--- src/rtl/text_terminal_ctrl.sv ---
// Terminal byte-stream sequencer: owns the character buffer write port, the cursor,
// the ring-buffer scroll origin (first_char) and the cursor blink phase.
module text_terminal_ctrl #(
  parameter int          COLS       = 80,
  parameter int          ROWS       = 25,
  parameter int          BLINK_HALF = 12000000,
  parameter logic [7:0]  BLANK_CHAR = 8'h20
) (
  input  logic        clk,
  input  logic        reset,
  input  logic [7:0]  char_in,
  input  logic        char_valid,
  output logic        char_ready,
  output logic [10:0] wr_addr,
  output logic [7:0]  wr_data,
  output logic        wr_en,
  output logic [6:0]  cursor_x,
  output logic [4:0]  cursor_y,
  output logic        cursor_blink_on,
  output logic [10:0] first_char,
  output logic        busy
);

  localparam logic [11:0] BUF_N      = 12'(COLS*ROWS);
  localparam logic [10:0] BUF_LAST   = 11'(COLS*ROWS);
  localparam logic [10:0] ROW_STEP   = 11'(COLS);
  localparam logic [6:0]  LAST_X     = 7'(COLS-1);
  localparam logic [4:0]  LAST_Y     = 5'(ROWS-1);
  localparam int          BW         = (BLINK_HALF > 2) ? $clog2(BLINK_HALF) : 1;
  localparam logic [BW-1:0] BLINK_LAST = BW'(BLINK_HALF-1);

  typedef enum logic [1:0] {S_CLEAR, S_IDLE, S_PUT, S_SCROLL} state_t;

  // Ring-buffer address arithmetic; operands are always below the buffer size.
  function automatic logic [10:0] add_wrap(input logic [10:0] a, input logic [10:0] b);
    logic [11:0] s;
    s = {1'b0, a} + {1'b0, b};
    if (s >= BUF_N) s = s - BUF_N;
    return s[10:0];
  endfunction

  function automatic logic [10:0] sub_wrap(input logic [10:0] a, input logic [10:0] b);
    logic [11:0] s;
    if (a >= b) s = {1'b0, a} - {1'b0, b};
    else        s = {1'b0, a} + BUF_N - {1'b0, b};
    return s[10:0];
  endfunction

  state_t        state_q;
  logic [10:0]   cnt_q;
  logic [10:0]   cell_q;
  logic [10:0]   first_q;
  logic [6:0]    x_q;
  logic [4:0]    y_q;
  logic          wr_en_q, ready_q, busy_q, blink_q;
  logic [10:0]   wr_addr_q;
  logic [7:0]    wr_data_q;
  logic [BW-1:0] blink_cnt_q;
  logic          accept;

  assign accept = char_valid & ready_q;

  always_ff @(posedge clk or posedge reset) begin
    if (reset) begin
      state_q   <= S_CLEAR;
      cnt_q     <= '0;
      cell_q    <= '0;
      first_q   <= '0;
      x_q       <= '0;
      y_q       <= '0;
      wr_en_q   <= 1'b0;
      wr_addr_q <= '0;
      wr_data_q <= BLANK_CHAR;
      ready_q   <= 1'b0;
      busy_q    <= 1'b1;
    end else begin
      case (state_q)
        S_CLEAR: begin
          if (cnt_q == BUF_LAST) begin
            wr_en_q <= 1'b0;
            first_q <= '0;
            cell_q  <= '0;
            x_q     <= '0;
            y_q     <= '0;
            busy_q  <= 1'b0;
            ready_q <= 1'b1;
            state_q <= S_IDLE;
          end else begin
            wr_en_q   <= 1'b1;
            wr_addr_q <= cnt_q;
            wr_data_q <= BLANK_CHAR;
            cnt_q     <= cnt_q + 11'd1;
          end
        end
        S_IDLE: begin
          wr_en_q <= 1'b0;
          if (accept) begin
            if (char_in >= 8'h20) begin
              wr_en_q   <= 1'b1;
              wr_addr_q <= cell_q;
              wr_data_q <= char_in;
              ready_q   <= 1'b0;
              state_q   <= S_PUT;
            end else begin
              case (char_in)
                8'h0D: begin
                  x_q    <= '0;
                  cell_q <= sub_wrap(cell_q, {4'd0, x_q});
                end
                8'h0A: begin
                  if (y_q != LAST_Y) begin
                    y_q    <= y_q + 5'd1;
                    cell_q <= add_wrap(cell_q, ROW_STEP);
                  end else begin
                    // Old top row becomes the new bottom row; blank it after moving the origin.
                    first_q   <= add_wrap(first_q, ROW_STEP);
                    cell_q    <= first_q;
                    x_q       <= '0;
                    wr_en_q   <= 1'b1;
                    wr_addr_q <= first_q;
                    wr_data_q <= BLANK_CHAR;
                    cnt_q     <= 11'd1;
                    busy_q    <= 1'b1;
                    ready_q   <= 1'b0;
                    state_q   <= S_SCROLL;
                  end
                end
                8'h08: begin
                  if (x_q != 7'd0) begin
                    x_q    <= x_q - 7'd1;
                    cell_q <= sub_wrap(cell_q, 11'd1);
                  end
                end
                8'h0C: begin
                  cnt_q   <= '0;
                  busy_q  <= 1'b1;
                  ready_q <= 1'b0;
                  state_q <= S_CLEAR;
                end
                default: ;
              endcase
            end
          end
        end
        S_PUT: begin
          wr_en_q <= 1'b0;
          if (x_q != LAST_X) begin
            x_q     <= x_q + 7'd1;
            cell_q  <= add_wrap(cell_q, 11'd1);
            ready_q <= 1'b1;
            state_q <= S_IDLE;
          end else if (y_q != LAST_Y) begin
            // Last column: the next cell in the ring is the start of the next row.
            x_q     <= '0;
            y_q     <= y_q + 5'd1;
            cell_q  <= add_wrap(cell_q, 11'd1);
            ready_q <= 1'b1;
            state_q <= S_IDLE;
          end else begin
            first_q   <= add_wrap(first_q, ROW_STEP);
            cell_q    <= first_q;
            x_q       <= '0;
            wr_en_q   <= 1'b1;
            wr_addr_q <= first_q;
            wr_data_q <= BLANK_CHAR;
            cnt_q     <= 11'd1;
            busy_q    <= 1'b1;
            state_q   <= S_SCROLL;
          end
        end
        S_SCROLL: begin
          if (cnt_q == ROW_STEP) begin
            wr_en_q <= 1'b0;
            busy_q  <= 1'b0;
            ready_q <= 1'b1;
            state_q <= S_IDLE;
          end else begin
            wr_en_q   <= 1'b1;
            wr_addr_q <= add_wrap(cell_q, cnt_q);
            wr_data_q <= BLANK_CHAR;
            cnt_q     <= cnt_q + 11'd1;
          end
        end
        default: state_q <= S_CLEAR;
      endcase
    end
  end

  always_ff @(posedge clk or posedge reset) begin
    if (reset) begin
      blink_q     <= 1'b1;
      blink_cnt_q <= '0;
    end else if (accept) begin
      blink_q     <= 1'b1;
      blink_cnt_q <= '0;
    end else if (blink_cnt_q == BLINK_LAST) begin
      blink_q     <= ~blink_q;
      blink_cnt_q <= '0;
    end else begin
      blink_cnt_q <= blink_cnt_q + 1'b1;
    end
  end

  assign char_ready      = ready_q;
  assign wr_addr         = wr_addr_q;
  assign wr_data         = wr_data_q;
  assign wr_en           = wr_en_q;
  assign cursor_x        = x_q;
  assign cursor_y        = y_q;
  assign cursor_blink_on = blink_q;
  assign first_char      = first_q;
  assign busy            = busy_q;

endmodule
--- config.mk ---
export PLATFORM = sky130hd
export DESIGN_NAME = text_terminal_ctrl
export DESIGN_NICKNAME = d
export VERILOG_FILES = /design/src/rtl/text_terminal_ctrl.sv
export SDC_FILE = /design/constraint.sdc
export NUM_CORES = 1
export LEC_CHECK = 0
export CORE_MARGIN = 2
export CORE_UTILIZATION = 35
export DETAILED_ROUTE_END_ITERATION = 10
export GPL_TIMING_DRIVEN = 0
export PLACE_DENSITY = 0.49
export SYNTH_ARGS = -nofsm -noshare
export SYNTH_HDL_FRONTEND = slang
export SYNTH_SLANG_ARGS = --single-unit
--- constraint.sdc ---
create_clock -name clk -period 9.2 [get_ports clk]
set_input_delay 1.38 -clock clk [delete_from_list [all_inputs] [get_ports clk]]
set_output_delay 1.38 -clock clk [all_outputs]
set_load 0.03 [all_outputs]
==> impl_results.md, run 1 <==
- Status: finished, final reports clean
- Vias/cell: 5.852
- Setup_tns: 0 ps
- CTS max path bufs: 2
- CP max-delay cell: nor3_1
- Synth cell types: 82
- Core Rows: 56
- DIE WIDTH: 157.5 um
- Setup Buffers After CTS: 0
- Post-synth EDFFs: 0
- Starting Density: 35.34%
- Critical path launch point type: primary input
- CP required: 9470 ps
- Max-capacitance violation count: 0
- Residual DRC count: 0
- CTS sink cnt: 90
- Vias: 8,555
- Antenna violations before repair: 1
- RSZ-0062 raised after global routing: false
- Post-cts sizing count: 0
- CP Max Fanout: 10
- Setup WS pre-CTS: 4281 ps
- Synth warn: 0
- Hold Path Cell Cnt: 2
- CP max stage delay: 1070 ps
- Worst path most repeated cell: o21ai_0
- Routed len/inst: 20.97 um
- Clock latency on the worst-skew pair: 350 ps
- Mean Syn Cell Area: 7.706 sq um
- Post-Place Cells: 1,445
- Worst Tran Pin Value: 1274 ps
- VDD IR max: around 0.28 mV
- Cells after synthesis: 1,070
- Area delta synth->final: 15.49%
- CP arrival: 4800 ps
- Reg clk slew, reported paths: 80 ps
- Hold Path Class: reg2reg
- DRT Pass-1 Iters: 6
- GRT Overall Usage: 25.01%
- Pin count of the biggest net entering global routing: 51
- Leakage Power: about 3.8 nW
- CTS Buf Count: 9
- IO buf count: 52
- Final WL: 30,660 um
- Number of antenna-violating nets in the routed design: 0
- Top_reg_cell synth: dfrtp_1
- Cell Area, Synth: 0.008245 sq mm
- Final setup margin: 4670 ps
- Clk_skew: 15.59 ps
- Crit end category: register
- I/O Pins: 57
- Power Density: 361.3 mW/mm^2
- ANT cells: 0
- Chip height: 157.5 um
- Max H-tree Level: 3
- Vias in the first global route: 8,040
- DP HPWL: around 23,000 um
- Layout Cells excl Fill: 1,462
- Final setup fails: 0
- Max-slew violation count: 0
- Asr flop ratio synth: 100.0%
- Core area: 0.02333 sq mm
- Layout cells sized above 1: between 4 and 5%
- WS Path Type: in2reg
- Register area share after synthesis: between 20 and 30%
- Final core utilization: 40.81%
- Fmax: between 200 and 250 MHz
- First-pass GRT wire length: 47,440 um
- Die area: 0.02480 sq mm
- Hold buffers post-CTS: 0
- Layout Nets: 1,198
- TritonCTS clock tree: built
- CTS root buffer: clkbuf_16
- Final worst path period need: 4530 ps
- GRT overflow: 0
- Tcrit/Tclk final: 49.24%
- Worst path cell trace: clkdlybuf4s50_1 -> nor3_2 -> nand3_1 -> clkbuf_1 -> nor3_1 -> a21oi_1 -> a311oi_1 -> o21ai_0 -> o21ai_0
- Worst reg2reg path depth: 8
- Gpl congestion: a little over 0.9
- Hold Vio Cnt, Final: 0
- 1st-iter DRT viols: 776
- Yosys reg bits: 90
- Relative slew margins: 14.40%
cell families (layout without fill, tap and decap cells):
group                      count (synthesis)  count (layout)  synth area share (%)
and+or+nand+nor                          409             409                 24.49
other                                      1               4               0.04548
muxes                                     12              12                 1.487
AOI/OAI and AO/OA                        339             339                 27.10
DFF                                       90              90                 27.36
adders and majority gates                 49              49                 7.618
buffers and inverters                    107             177                 5.205
xor gates and xnor gates                  63              63                 6.692
critical path: cells and delay by family:
family	cells	cell delay (ps)
and+or+nand+nor	3	1910
buffers and inverters	2	910
AOI/OAI and AO/OA	4	580
flip-flops by register name, summed over array words and instances, names as in the netlist:
register and count:
blink_cnt_q 24, cell_q 11, cnt_q 11, wr_addr 11, wr_data 8, cursor_x 7
first_char 7, cursor_y 5, state_q 2, busy 1, char_ready 1, cursor_blink_on 1
wr_en 1
final timing paths:
kind | startpoint | to | slack [ps]
worst max-delay path | char_in[5] | cursor_x[3]$_DFFE_PP0P_ | 4670
worst min-delay path | wr_addr[1]$_DFFE_PP0P_ | wr_addr[1]$_DFFE_PP0P_ | 480
worst max register to register | cursor_x[0]$_DFFE_PP0P_ | wr_addr[5]$_DFFE_PP0P_ | 5210
worst min register to register | wr_addr[1]$_DFFE_PP0P_ | wr_addr[1]$_DFFE_PP0P_ | 480
max in group asynchronous | reset | busy$_DFFE_PP1P_ | 6990
min in group asynchronous | reset | blink_cnt_q[2]$_DFF_PP0_ | 1500
placed cells by master (no fill, tap or decap), types with 6 or more instances in the layout:
cell and n:
nor4_1 10, a31oi_1 17, and3_1 24, o21ai_0 84
o21a_1 6, clkbuf_16 9, o22ai_1 16, or3_1 6
xor2_1 28, a22oi_1 9, and4_1 7, nand3_1 44
nand4_1 18, xnor2_1 35, nand2b_1 10, o211ai_1 10
dfrtp_1 87, o31ai_1 13, o2111ai_1 9, nor2b_1 6
nor2_1 96, mux2i_1 10, ha_1 47, nand2_1 114
a21o_1 16, inv_1 37, a211oi_1 15, nand3b_1 6
nor3_1 34, a21oi_1 72, clkbuf_1 56, clkdlybuf4s50_1 52
or2_2 6
power breakdown:
| group | switching [mW] | internal, mW |
|---|---|---|
| Clock | 0.185 | 0.193 |
| Combinational | 1.54 | 0.844 |
| Sequential | 0.171 | 0.510 |
through the flow:
stage	power, mW	hold WS, ps	instance area (sq um)
3_3_place_gp	3.030	471.2	9176
4_1_cts	3.415	491.9	9510
5_1_grt	3.705	517.1	9523
2_1_floorplan	2.239	469.0	8257
3_5_place_dp	3.024	476.4	9206
6_report	3.440	482.1	9523
cell type report:
type / instances / area [sq um]
fillers: 2466 / 13810
repair buffers: 54 / 555.5
multi-input cells: 876 / 5577
flip-flops and latches: 90 / 2256
clock inverters: 7 / 78.83
plain buffers: 67 / 279.0
clock buffers: 9 / 225.2
inverters: 40 / 152.6
well taps: 319 / 399.1
cell usage after synthesis, types with 14 or more instances:
master	number	area, sq um
nand2_1	114	427.9
nor2_1	96	360.4
dfrtp_1	87	2177
o21ai_0	84	420.4
a21oi_1	72	360.4
clkbuf_1	56	210.2
ha_1	47	588.1
nand3_1	44	220.2
inv_1	38	142.6
xnor2_1	35	306.5
nor3_1	34	170.2
xor2_1	28	245.2
and3_1	24	150.1
nand4_1	18	112.6
a31oi_1	17	106.4
a21o_1	16	120.1
o22ai_1	16	100.1
a211oi_1	15	112.6
o31ai_1	14	105.1
layer usage:
layer  part of all wire, %  track usage (%)
met3                   5.5            3.331
met1                    46            34.76
met5                  0.17                0
met2                    46            40.09
met4                   3.1            8.095
(Power assumes the default switching activity.)
==> inputs of run 2 (changes only) <==
==> constraint.sdc (replaced) <==
create_clock -name clk -period 4.3 [get_ports clk]
set_input_delay 0.645 -clock clk [delete_from_list [all_inputs] [get_ports clk]]
set_output_delay 0.645 -clock clk [all_outputs]
set_load 0.03 [all_outputs]
==> results of run 2 <==
The final DEF is identical to that of run 1. Status: finished, final reports clean.
Main changes from that run: setup slack after placement 4281 ps -> 115.6 ps; setup slack after layout 4670 ps -> 312.4 ps; start point of the critical path char_in[5] -> cursor_x[0]$_DFFE_PP0P_; end point of the critical path cursor_x[3]$_DFFE_PP0P_ -> wr_addr[5]$_DFFE_PP0P_; register-to-register setup slack 5210 ps -> 310 ps; total power 3.440 mW -> 7.361 mW; worst IR drop on VDD 0.2825 mV -> 0.6044 mV
